## src/rtl/gold_outport_arbiter.sv

```systemverilog
// Output-port arbiter for one gold ring direction.
// Shares the outbound link between ring pass-through and PE injection.
// Two VC buffers alternate with the polarity bit:
//   - the buffer matching polarity drives the link;
//   - the other buffer may accept one new packet.
// Ring traffic has priority. A saturating counter gives the PE the
// next contested slot after STARVE_MAX consecutive losses.
module gold_outport_arbiter #(
    parameter int DATA_W     = 64,
    parameter int VC_BIT     = 63,
    parameter int HOP_LSB    = 48,
    parameter int HOP_W      = 8,
    parameter int STARVE_MAX = 4
) (
    input  logic              clk,
    input  logic              reset,
    output logic              polarity,
    input  logic              ring_si,
    output logic              ring_ri,
    input  logic [DATA_W-1:0] ring_di,
    input  logic              pe_si,
    output logic              pe_ri,
    input  logic [DATA_W-1:0] pe_di,
    output logic              out_so,
    input  logic              out_ro,
    output logic [DATA_W-1:0] out_do,
    output logic              err_hop
);
    localparam int CNT_W = $clog2(STARVE_MAX + 1);

    logic              r_pol;
    logic [1:0]        r_valid;
    logic [DATA_W-1:0] r_buf [2];
    logic [CNT_W-1:0]  r_starve;
    logic              r_err;

    logic              w_fill_idx;
    logic              w_elig;
    logic              w_pe_turn;
    logic              w_ring_gnt;
    logic              w_pe_gnt;
    logic              w_contested;
    logic              w_send;
    logic [HOP_W-1:0]  w_hop_in;
    logic              w_hop_zero;
    logic [DATA_W-1:0] w_pkt;

    // Only the buffer opposite the current polarity can be filled.
    // The arbiter is held off while reset is asserted.
    assign w_fill_idx  = ~r_pol;
    assign w_elig      = reset & ~r_valid[w_fill_idx];
    assign w_pe_turn   = (r_starve == CNT_W'(STARVE_MAX));
    assign w_contested = w_elig & ring_si & pe_si;
    assign w_pe_gnt    = w_elig & pe_si & (~ring_si | w_pe_turn);
    assign w_ring_gnt  = w_elig & ring_si & ~w_pe_gnt;
    assign w_send      = r_valid[r_pol] & out_ro;
    assign w_hop_in    = ring_di[HOP_LSB +: HOP_W];
    assign w_hop_zero  = (w_hop_in == '0);

    assign polarity = r_pol;
    assign ring_ri  = w_ring_gnt;
    assign pe_ri    = w_pe_gnt;
    assign out_so   = r_valid[r_pol];
    assign out_do   = r_buf[r_pol];
    assign err_hop  = r_err;

    // Build the packet to store.
    // The VC tag is set to the buffer's VC.
    // Ring packets also get a saturating hop-count decrement.
    always_comb begin
        w_pkt = w_pe_gnt ? pe_di : ring_di;
        if (!w_pe_gnt && !w_hop_zero) begin
            w_pkt[HOP_LSB +: HOP_W] = w_hop_in - HOP_W'(1);
        end
        w_pkt[VC_BIT] = w_fill_idx;
    end

    // Update all sequential state on each clock edge.
    // Send and fill always use different buffers, so they never collide.
    always_ff @(posedge clk or negedge reset) begin
        if (!reset) begin
            r_pol    <= 1'b0;
            r_valid  <= 2'b00;
            r_buf[0] <= '0;
            r_buf[1] <= '0;
            r_starve <= '0;
            r_err    <= 1'b0;
        end else begin
            r_pol <= ~r_pol;
            if (w_send) begin
                r_valid[r_pol] <= 1'b0;
            end
            if (w_ring_gnt || w_pe_gnt) begin
                r_valid[w_fill_idx] <= 1'b1;
                r_buf[w_fill_idx]   <= w_pkt;
            end
            if (w_pe_gnt) begin
                r_starve <= '0;
            end else if (w_contested && (r_starve < CNT_W'(STARVE_MAX))) begin
                r_starve <= r_starve + CNT_W'(1);
            end
            if (w_ring_gnt && w_hop_zero) begin
                r_err <= 1'b1;
            end
        end
    end
endmodule

```

## config.mk

```make
export PLATFORM = sky130hd
export DESIGN_NAME = gold_outport_arbiter
export DESIGN_NICKNAME = d
export VERILOG_FILES = /design/src/rtl/gold_outport_arbiter.sv
export SDC_FILE = /design/constraint.sdc
export NUM_CORES = 1
export LEC_CHECK = 0
export CAP_MARGIN = 20
export CORE_UTILIZATION = 51
export DETAILED_ROUTE_END_ITERATION = 16
export PLACE_DENSITY = 0.93
export SLEW_MARGIN = 20
export SYNTH_ARGS = -nofsm -noshare
export SYNTH_HDL_FRONTEND = slang
export SYNTH_SLANG_ARGS = --single-unit
```

## constraint.sdc

```tcl
create_clock -name clk -period 5.5 [get_ports clk]
set_input_delay 1.1 -clock clk [delete_from_list [all_inputs] [get_ports clk]]
set_output_delay 1.1 -clock clk [all_outputs]
set_load 0.01 [all_outputs]
```

Yosys cells after proc, flatten, opt, wreduce, memory -nomap -nowiden
Cells that the tools add are included.
Widths: inputs -> output; s select.
- register bits: 135
- bits in latches: 0
- bits in writable memories: 0
- ROM bits: 0
- input bits: 133
- output and inout bits: 69
- memories kept: 0
- add/sub/neg operators: 2
- $mul: 0
- div/mod/pow operators: 0
- magnitude comparators: 8
- equal/unequal tests: 1
- shifts and indexed selects: 0
- muxes and demuxes: 20
- bitwise logic cells: 17
- reduce and logical (&&, ||, !) cells: 11
- operator list (cell ; count):
    $mux 64 ; 4
    $bwmux 128 ; 1
    $demux 64 s1 ; 1
    $mux 63 ; 1
    $logic_not 8->1 ; 1
    $mux 8 ; 1
    $sub 8x1->8 const B ; 1
    $and 1x1->1 ; 7
    $logic_and 1x1->1 ; 6
    $mux 1 ; 6
    $mux 3 ; 2
    $ge 2x2->1 const B ; 2
    $lt 1x2->1 const B ; 2
    $mux 2 ; 2
    $not 1->1 ; 4
    $not 1->2 ; 2
    $add 3x1->3 const B ; 1
    $eq 3x3->1 const B ; 1
    $lt 3x3->1 const B ; 1
    $and 2x2->2 ; 1
    $demux 1 s1 ; 2
    $ge 1x1->1 const B ; 2
    $logic_not 1->1 ; 2
    $lt 2x1->1 const B ; 1
    5 further kinds ; 5

Logic depth before layout (Yosys ltp)
- depth after elaboration: 11
- depth in mapped cells: 9

Least setup slack after synthesis
Ideal clock, no wire load.
- path type: input -> output
- start point: in ring_si
- end point: out pe_ri
- arrival time: 1.817 ns
- path slack: 2.583 ns
- stages on the path: 4
- path through: a21boi_0 > or3_1 > clkbuf_1 > clkinv_1
- longest elaborated chain between the ends: 3
- RTL lines (item ; line ; source):
    start: declaration ; 18 ; input logic ring_si,
    $not 1->1 ; 54 ; assign w_pe_gnt = w_elig & pe_si & (~ring_si | w_pe_turn);
    $or 1x1->1 ; 54 ;
    $and 1x1->1 ; 54 ;
    end: declaration ; 22 ; output logic pe_ri,
No other way between the ends.

Worst setup path in the final report
Ends and elaborated chain as after synthesis.

==> results by group <==
GRT
  • Gr ovfl total: 0
  • Gr usage total: 26.6%
  • Initial antenna violation count: 0
  • Largest net degree at the start of global routing: 126
  • Global-route wire length before repair: 27.1 mm
  • Vias in the first global route: 5,749

Placement
  • Detail Placement HPWL: 11.6 mm
  • Routability cong.: 0.816
  • IO Port Bufs: 199

STA
  • RSZ-0062 raised after global routing: false
  • Worst Skew: 0.00871 ns
  • Worst-Margin Slew: 1.05 ns
  • Setup TNS Final: 0 ns
  • Setup Viol. Count Final: 0
  • Slew Viols, Final: 0
  • Final period utilization: 75.1%
  • Hold slack: 0.468 ns
  • Fin crit period: 4.13 ns
  • Final Hold Fails: 0
  • Max frequency: 242 MHz
  • Max-slew headroom: 30.0%

Synthesis
  • Syn Area/Cell: 10.4 um2
  • Post-synth EDFFs: 0
  • Ys flop type: dfrtp_1
  • Syn_nets: 766
  • Mapped Area: 6530 um2
  • Register area share after synthesis: 51.8%
  • Post-synth ARST share: 100%
  • Netlist cell types: 41
  • Mapped Cells: 629
  • Synth warn: 0
  • Yosys reg bits: 135

Layout
  • Final net count: 948
  • Seq. cell area: 3380 um2
  • Antenna Cells: 0
  • Commonest cells after routing, fill and taps aside: 198 x clkdlybuf4s50_1, 134 x dfrtp_1, 131 x nand2_1, 71 x o21ai_1, 67 x mux2_2
  • Layout area overhead: 42.4%
  • Share of layout cells above drive strength 1: 13.8%
  • Fillcell total: 798
  • Commonest non-fill, non-tap cell in the layout: clkdlybuf4s50_1
  • Area taken by multi-input logic gates: 2920 um2

Clocking
  • H-tree depth: 4
  • Sink Count: 135
  • Clk slew on worst S/H paths: 0.05 ns
  • TritonCTS Buffers: 17
  • CTS tree: built
  • Post-CTS Setup Bufs: 0
  • Resized cells post-CTS: 0
  • Post-CTS Hold Buffers: 0
  • CTS Root Buffer Type: clkbuf_16
  • Max clock buf depth: 2
  • Worst-skew pair later-pin latency: 0.41 ns

Power
  • Design Power: 3.25 mW
  • P_int: 2.44 mW
  • Power Density: 350 nW/um2
  • Worst VDD drop: 188 uV
  • Switching pwr: 817 uW
  • Logic pwr share: 21.5%
  • Clock network power share: 39.7%
  • Leakage: 4.36 nW
  • Sw Share: 25.1%
  • Reg power frac: 38.9%

Critical path
  • CP required: 4.40 ns
  • CP cell instances: clkdlybuf4s50_1 > a21boi_0 > or3_4 > clkinv_1 > clkdlybuf4s50_1
  • Cell family with most CP delay: buffers and inverters
  • Slowest CP cell: clkdlybuf4s50_1
  • Most used cell, CP: clkdlybuf4s50_1
  • CP max stage delay: 0.56 ns
  • CP Capture Type: primary output
  • Crit path arrival time: 3.03 ns
  • Buf+Inv Stages, Crit Path: 3
  • Crit Path Class: input pin to primary output
  • CP Max Fanout: 8
  • CP Launch Type: input pin

Status
  • Run status: complete, no violations

Floorplanning
  • Rows: 40
  • I/O pins: 202
  • Die area: 13,300 um2
  • Core area: 12,300 um2
  • Die W: 115 um
  • Initial Utilization: 53.2%
  • Die Span Y: 115 um

Route
  • Antenna-violating nets left: 0
  • Drt first pass iters: 4
  • WL/cell: 17.1 um
  • DR DRC count: 0
  • First DRT Iteration DRCs: 338
  • Routed WL: 17.0 mm
  • Vias per cell: 5.50
  • Vias: 5,452

Run
  • Max Cap Viol: 0

Worst hold path
  • Hold Path Class: flop to flop
[Yosys cell counts, types with 2 or more instances]
master	number	area share [%]
mux2i_1	57	8.7
buf_1	3	0.17
dfrtp_1	135	52
nand3_1	10	0.77
a21oi_1	3	0.23
o21ai_1	71	5.4
o211ai_1	5	0.58
clkbuf_1	32	1.8
a31oi_1	2	0.19
buf_6	7	1.2
nor3_1	3	0.23
xnor2_1	3	0.40
mux2_2	67	12
ha_1	4	0.77
nor3b_1	3	0.35
o31ai_1	5	0.58
o21ai_0	51	3.9
a21boi_0	2	0.23
or3_1	2	0.19
nor2_1	4	0.23
a311oi_1	2	0.27
nor4b_1	2	0.27
nand2_1	131	7.5
inv_1	8	0.46
[state kept, by name, indices dropped and copies added, names as in the netlist]
register	count
r_buf	128
r_starve	3
err_hop	1
polarity	1
r_valid	2
[through the flow]
stage | worst slack, ns | cell area, um2 | utilization, % | instances
detailed placement | 1.50 | 8580 | 69.9 | 958
global route | 1.27 | 9300 | 75.8 | 992
global placement | 1.54 | 8580 | 69.9 | 958
finish | 1.37 | 9300 | 75.8 | 992
CTS | 1.39 | 9260 | 75.5 | 990
floorplan | 2.58 | 6530 | - | 629
[area by class of cell]
cell class	instances	area share [%]
clock buffers	20	4.91
clock inverters	12	2.38
inverters	9	0.363
multi-input cells	442	31.4
flip-flops and latches	135	36.4
well taps	168	2.26
repair buffers	206	22.3
[worst paths after layout]
check,startpoint,to,slack (ns),cells after the start
worst max-delay path,ring_si,pe_ri,1.37,5
worst min-delay path,r_buf[63],r_buf[63],0.47,1
worst max register to register,polarity,r_buf[52],2.58,5
worst min register to register,r_buf[63],r_buf[63],0.47,1
max in group asynchronous,reset,polarity,3.26,3
min in group asynchronous,reset,err_hop,0.59,1
[power by group through the flow]
| stage | registers (mW) | logic [mW] | clock network (mW) |
|---|---|---|---|
| 2_1_floorplan | 1.25 | 0.340 | 0 |
| 3_3_place_gp | 1.26 | 0.660 | 0 |
| 3_5_place_dp | 1.28 | 0.693 | 0 |
| 4_1_cts | 1.26 | 0.703 | 1.30 |
| 5_1_grt | 1.28 | 0.764 | 1.35 |
| 6_report | 1.26 | 0.699 | 1.29 |
[logic make-up (layout without fill, tap and decap cells)]
logic type | count (synthesis) | after routing | synth area share, %
buf+inv | 52 | 247 | 3.81
xor+xnor | 4 | 4 | 0.537
compound gates | 147 | 147 | 12.2
mux | 125 | 125 | 20.5
simple gates | 162 | 162 | 10.4
flops | 135 | 135 | 51.8
fa+ha+maj | 4 | 4 | 0.767
[routing by layer]
layer	global-route usage [%]	routed length, um	vias to the layer above
li1	-	-	2568
met1	29.8	6390	2607
met2	48.0	9040	223
met3	4.85	906	54
met4	14.5	620	0
met5	0	0	-
(Power assumes the default switching activity.)
